### src/rtl/div_arb_pkg.sv
// Shared definitions for the divider arbiter: FSM state encoding and the
// quotient returned for a zero divisor when the bypass path is built in.
package div_arb_pkg;

  typedef enum logic [1:0] {
    IDLE  = 2'd0,
    ISSUE = 2'd1,
    WAIT  = 2'd2,
    RESP  = 2'd3
  } state_e;

  localparam int                    MAX_XLEN     = 64;
  localparam logic [MAX_XLEN-1:0]   DIV_ZERO_QUO = '1;

endpackage

### src/rtl/div_arbiter_rr_arbiter.sv
// Combinational round-robin picker: first requester after 'last', with wrap.
// The pointer register is owned by the instantiating block.
module rr_arbiter
  import div_arb_pkg::*;
#(
  parameter int NREQ = 4,
  parameter int IDW  = 2
) (
  input  logic [NREQ-1:0] req_i,
  input  logic [IDW-1:0]  last_i,
  output logic [NREQ-1:0] gnt_o,
  output logic [IDW-1:0]  gnt_idx_o,
  output logic            gnt_any_o
);

  logic [IDW-1:0] idx;

  always_comb begin
    gnt_o     = '0;
    gnt_idx_o = '0;
    gnt_any_o = 1'b0;
    idx       = '0;
    for (int k = 1; k <= NREQ; k++) begin
      idx = IDW'((int'(last_i) + k) % NREQ);
      if (!gnt_any_o && req_i[idx]) begin
        gnt_any_o  = 1'b1;
        gnt_o[idx] = 1'b1;
        gnt_idx_o  = idx;
      end
    end
  end

endmodule

### src/rtl/div_arbiter.sv
// Round-robin sharing of one iterative divider between NREQ requesters.
// Optional DIV_ARB_ZERO_BYPASS_EN answers b==0 locally without the divider.
module div_arbiter
  import div_arb_pkg::*;
#(
  parameter int XLEN = 32,
  parameter int NREQ = 4,
  parameter int IDW  = 2
) (
  input  logic                 clk,
  input  logic                 rst,
  input  logic [NREQ-1:0]      req_vld,
  output logic [NREQ-1:0]      req_rdy,
  input  logic [NREQ*XLEN-1:0] req_a,
  input  logic [NREQ*XLEN-1:0] req_b,
  output logic [NREQ-1:0]      rsp_vld,
  input  logic [NREQ-1:0]      rsp_rdy,
  output logic [XLEN-1:0]      rsp_quo,
  output logic [XLEN-1:0]      rsp_rem,
  output logic [IDW-1:0]       rsp_id,
  output logic                 div_vld,
  output logic [XLEN-1:0]      div_a,
  output logic [XLEN-1:0]      div_b,
  input  logic                 div_ack,
  input  logic [XLEN-1:0]      div_quo,
  input  logic [XLEN-1:0]      div_rem
);

  // state | meaning
  // IDLE  | arbitrate, accept one request
  // ISSUE | div_vld pulse; an immediate div_ack is taken here
  // WAIT  | waiting for div_ack
  // RESP  | result held for the owner until its rsp_rdy
  state_e          state_q, state_d;
  logic [IDW-1:0]  owner_q, owner_d;
  logic [IDW-1:0]  last_q,  last_d;
  logic [XLEN-1:0] a_q, a_d, b_q, b_d;
  logic [XLEN-1:0] quo_q, quo_d, rem_q, rem_d;

  logic [NREQ-1:0] gnt_oh;
  logic [IDW-1:0]  gnt_idx;
  logic            gnt_any;
  logic [XLEN-1:0] sel_a, sel_b;

  rr_arbiter #(
    .NREQ (NREQ),
    .IDW  (IDW)
  ) u_rr (
    .req_i     (req_vld),
    .last_i    (last_q),
    .gnt_o     (gnt_oh),
    .gnt_idx_o (gnt_idx),
    .gnt_any_o (gnt_any)
  );

  assign sel_a = req_a[int'(gnt_idx)*XLEN +: XLEN];
  assign sel_b = req_b[int'(gnt_idx)*XLEN +: XLEN];

  always_comb begin
    state_d = state_q;
    owner_d = owner_q;
    last_d  = last_q;
    a_d     = a_q;
    b_d     = b_q;
    quo_d   = quo_q;
    rem_d   = rem_q;
    req_rdy = '0;
    div_vld = 1'b0;
    rsp_vld = '0;
    case (state_q)
      IDLE: begin
        req_rdy = gnt_oh;
        if (gnt_any) begin
          owner_d = gnt_idx;
          last_d  = gnt_idx;
`ifdef DIV_ARB_ZERO_BYPASS_EN
          if (sel_b == '0) begin
            quo_d   = DIV_ZERO_QUO[XLEN-1:0];
            rem_d   = sel_a;
            state_d = RESP;
          end else begin
            a_d     = sel_a;
            b_d     = sel_b;
            state_d = ISSUE;
          end
`else
          a_d     = sel_a;
          b_d     = sel_b;
          state_d = ISSUE;
`endif
        end
      end
      ISSUE: begin
        div_vld = 1'b1;
        if (div_ack) begin
          quo_d   = div_quo;
          rem_d   = div_rem;
          state_d = RESP;
        end else begin
          state_d = WAIT;
        end
      end
      WAIT: begin
        if (div_ack) begin
          quo_d   = div_quo;
          rem_d   = div_rem;
          state_d = RESP;
        end
      end
      RESP: begin
        rsp_vld = NREQ'(1) << owner_q;
        if (rsp_rdy[owner_q]) state_d = IDLE;
      end
      default: state_d = IDLE;
    endcase
  end

  always_ff @(posedge clk) begin
    if (rst) begin
      state_q <= IDLE;
      owner_q <= '0;
      last_q  <= IDW'(NREQ-1);
      a_q     <= '0;
      b_q     <= '0;
      quo_q   <= '0;
      rem_q   <= '0;
    end else begin
      state_q <= state_d;
      owner_q <= owner_d;
      last_q  <= last_d;
      a_q     <= a_d;
      b_q     <= b_d;
      quo_q   <= quo_d;
      rem_q   <= rem_d;
    end
  end

  assign div_a   = a_q;
  assign div_b   = b_q;
  assign rsp_quo = quo_q;
  assign rsp_rem = rem_q;
  assign rsp_id  = owner_q;

endmodule

### config.mk
export PLATFORM = sky130hd
export DESIGN_NAME = div_arbiter
export DESIGN_NICKNAME = d
export VERILOG_FILES = /design/src/rtl/div_arb_pkg.sv /design/src/rtl/div_arbiter_rr_arbiter.sv /design/src/rtl/div_arbiter.sv
export SDC_FILE = /design/constraint.sdc
export NUM_CORES = 1
export LEC_CHECK = 0
export ABC_CLOCK_PERIOD_IN_PS = 5250
export CAP_MARGIN = 0
export CORE_AREA = 2 2 182 184
export CTS_CLUSTER_DIAMETER = 50
export DETAILED_ROUTE_END_ITERATION = 8
export DIE_AREA = 0 0 184 186
export PLACE_DENSITY = 0.64
export SLEW_MARGIN = 5
export SYNTH_ARGS = -nofsm -noshare
export SYNTH_HDL_FRONTEND = slang
export SYNTH_SLANG_ARGS = --single-unit
### constraint.sdc
create_clock -name clk -period 5.25 [get_ports clk]
set_clock_uncertainty 0.05 [all_clocks]
set_input_delay 0.7875 -clock clk [delete_from_list [all_inputs] [get_ports clk]]
set_output_delay 0.7875 -clock clk [all_outputs]
set_load 0.02 [all_outputs]
==> out/results.tsv <==
stage	metric	value	unit
logic_synthesis	postSynthAreaPerCell	9.72	µm²
clock_network	numClockSinks	134	
power	p_per_area	558	nW/µm²
timing	fmax	0.203	GHz
status	status	finished, final reports clean	
critical_path	path_cells	inv_1 > ha_1 > mux4_2 > nor3_1 > and2_1 > nand2_1 > a21oi_1 > clkdlybuf4s50_1	
drt	drt-pass1-iter-count	4	
floorplanning	core-area	32200	µm²
final_layout	nFillCells	3213	
floorplanning	initial_core_util	22.1	%
floorplanning	die_w	184	µm
clock_network	post-cts-setup-buffers	0	
clock_network	clockBufferDepth	2	
floorplanning	die_area	34200	µm²
logic_synthesis	synth-simple-area-share	12.8	%
timing	min_period	4920	ps
clock_network	post_cts_resized	0	
logic_synthesis	synth_top_family_by_area	multiplexers	
grt	grt_pass1_vias	7336	
critical_path	cp_data_arrival_time	4090	ps
worst_hold_path	hold_class	reg2reg	
logic_synthesis	yosysWarnings	0	
placed_design	dp_cells	1571	
floorplanning	rows	66	
timing	max_slew.worst_pin.slew	1070	ps
critical_path	worstSetupEndpointType	primary output	
drt	drt-total-wl	30100	µm
power	power.leakage	4.96	nW
timing	rsz0062_at_grt	no	
logic_synthesis	async_reset_ff_share	0	%
critical_path	crit_required	4410	ps
placed_design	io_buffer_count	469	
floorplanning	fp.dieH	186	µm
grt	grt_pass1_wl	43200	µm
logic_synthesis	synth_compound_area_share	20.5	%
power	finalPower	0.00712	W
flow_run	cap_violations	0	
logic_synthesis	yosys.area_share.adder	2.10	%
drt	vias	7276	
grt	grt_usage	16.9	%
logic_synthesis	synth_edf_count	0	
logic_synthesis	ys_seq_elements	134	
clock_network	clock_latency	440	ps
timing	max-slew-margin-rel	28.7	%
final_layout	drive_gt1_share	10.5	%
logic_synthesis	yosys-mux-area-fraction	20.9	%
final_layout	syn2layout_area_growth	78.9	%
clock_network	cts_hold_buffers	0	
timing	hold_viol	0	
grt	antenna_found_initial	4	
placed_design	gp_congestion	0.777	
final_layout	nets	1525	
critical_path	crit_path_max_fanout	17	
timing	finalSetupViolCount	0	
grt	grt_max_degree	73	
drt	drt_iter0_drc	209	
clock_network	numCtsBuffers	17	
placed_design	post-dp-hpwl	23500	µm
logic_synthesis	ys_seq_area_share	37.6	%
floorplanning	num_io_pins	470	
logic_synthesis	synthFlopType	dfxtp_1	
drt	drt-wirelength-per-cell	18.8	µm
clock_network	clockRootBuffer	clkbuf_16	
logic_synthesis	synthXorXnorAreaFrac	0	%
critical_path	crit_slowest_cell	dfxtp_1	
timing	maxSlewViolCount	0	
final_layout	finalNonFillerCells	1607	
drt	avgViaCountPerCell	4.53	
drt	drc	0	
grt	grt-ovfl-total	0	
timing	finalSetupTns	0	ps
clock_network	clkTransAtPathRegs	60	ps
clock_network	cts_tree	built	
critical_path	path_class	reg2out	
drt	drtAntennaViolNets	0	
critical_path	cp-start-kind	flip-flop	
logic_synthesis	synth_cells	734	
logic_synthesis	synth_cell_types	36	
timing	fin_crit_sh	93.8	%
critical_path	cpPeakStageDelay	740	ps
power	vdd_drop_max	243	µV
clock_network	htree_levels	4	
logic_synthesis	syn_nets	1077	
logic_synthesis	syn_area	7130	µm²
==> layout make-up <==
| cell class | count | area [µm²] | area share [%] |
|---|---|---|---|
| flip-flops and latches | 134 | 2680 | 21.0 |
| multi-input cells | 533 | 4030 | 31.6 |
| inverters | 7 | 26.3 | 0.206 |
| clock inverters | 13 | 194 | 1.52 |
| repair buffers | 489 | 4880 | 38.2 |
| clock buffers | 19 | 433 | 3.39 |
| well taps | 408 | 510 | 4.00 |
| diodes | 4 | 10.0 | 0.0784 |
==> final timing paths <==
kind / from / endpoint / slack [ps] / cells after the start
setup / recovery: last_q[0] / req_rdy[3] / 330 / 8
hold / removal: rsp_rem[5] / rsp_rem[5] / 400 / 2
setup reg to reg: last_q[0] / div_b[0] / 1110 / 8
hold reg to reg: rsp_rem[5] / rsp_rem[5] / 400 / 2
==> sequential cells by signal, summed over array words and instances (netlist names) <==
signal   flops
last_q       2
rsp_quo     32
rsp_rem     32
div_a       32
state_q      2
div_b       32
rsp_id       2
==> layer usage <==
metal  GRT usage (%)  vias up  part of all wire, %
met3            6.44       30                  9.1
met2            29.1      312                   50
li1                -     3550                    -
met5               0        -                    0
met4            8.03        0                  2.8
met1            18.4     3384                   38
==> worst max-delay path: cells and delay by family (launching register included) <==
kind            cells  cell delay (ps)
flops               1              740
compound gates      1              130
mux                 1              660
fa+ha+maj           1              500
simple gates        3              690
buf+inv             2              920
==> metrics by stage <==
stage	hold WS (ps)	worst slack [ps]	utilization, %	instance area, µm²
after floorplan	471	1700	-	7130
after global placement	391	913	37.6	12100
after detailed placement	396	809	37.6	12100
after CTS	404	314	39.6	12800
after global routing	417	0.907	39.6	12800
final	402	326	39.6	12800
==> cells in the mapped netlist, types with 2 or more instances <==
cell type	count	share of area (%)
nor3_1	7	0.49
nor2_1	8	0.42
buf_6	17	2.7
nor2b_1	5	0.44
o21bai_1	2	0.21
a21oi_1	71	5.0
buf_2	10	0.70
o221ai_2	60	13
mux2_2	2	0.32
inv_1	7	0.37
dfxtp_1	134	38
mux2i_1	135	19
mux4_2	4	1.3
a2111oi_0	2	0.25
clkbuf_1	21	1.1
and2_1	3	0.26
o221ai_1	4	0.49
a22o_1	4	0.49
buf_4	12	1.3
ha_1	12	2.1
nand2_1	199	10
==> cells in the final DEF (no fill, tap or decap), types with 2 or more instances in the layout <==
| master | Yosys | final |
|---|---|---|
| nor2_1 | 8 | 8 |
| mux2_2 | 2 | 2 |
| buf_4 | 12 | 17 |
| and2_1 | 3 | 2 |
| mux2i_1 | 135 | 135 |
| a22o_1 | 4 | 4 |
| diode_2 | 0 | 4 |
| nand2_1 | 199 | 198 |
| nor3_1 | 7 | 7 |
| o221ai_2 | 60 | 60 |
| dfxtp_1 | 134 | 134 |
| buf_12 | 0 | 3 |
| inv_6 | 0 | 5 |
| o21bai_1 | 2 | 2 |
| a21oi_1 | 71 | 71 |
| bufinv_16 | 0 | 4 |
| a2111oi_0 | 2 | 2 |
| mux4_2 | 4 | 4 |
| clkbuf_16 | 0 | 17 |
| clkbuf_1 | 21 | 2 |
| clkdlybuf4s50_1 | 0 | 468 |
| ha_1 | 12 | 12 |
| clkinv_4 | 0 | 2 |
| inv_1 | 7 | 7 |
| o221ai_1 | 4 | 4 |
| nor2b_1 | 5 | 4 |
==> report_power, final <==
part           internal [W]  switching (W)
combinational       0.00200        0.00231
clock              0.000803       0.000497
sequential          0.00131       0.000198
total               0.00412        0.00300
==> logic make-up (layout without fill, tap and decap cells) <==
family                     Yosys count  after routing
adders and majority gates           12             12
other                                0              4
muxes                              142            142
buffers and inverters               67            528
and+or+nand+nor                    228            228
AOI/OAI and AO/OA                  151            151
DFF                                134            134
(Power assumes the default switching activity.)
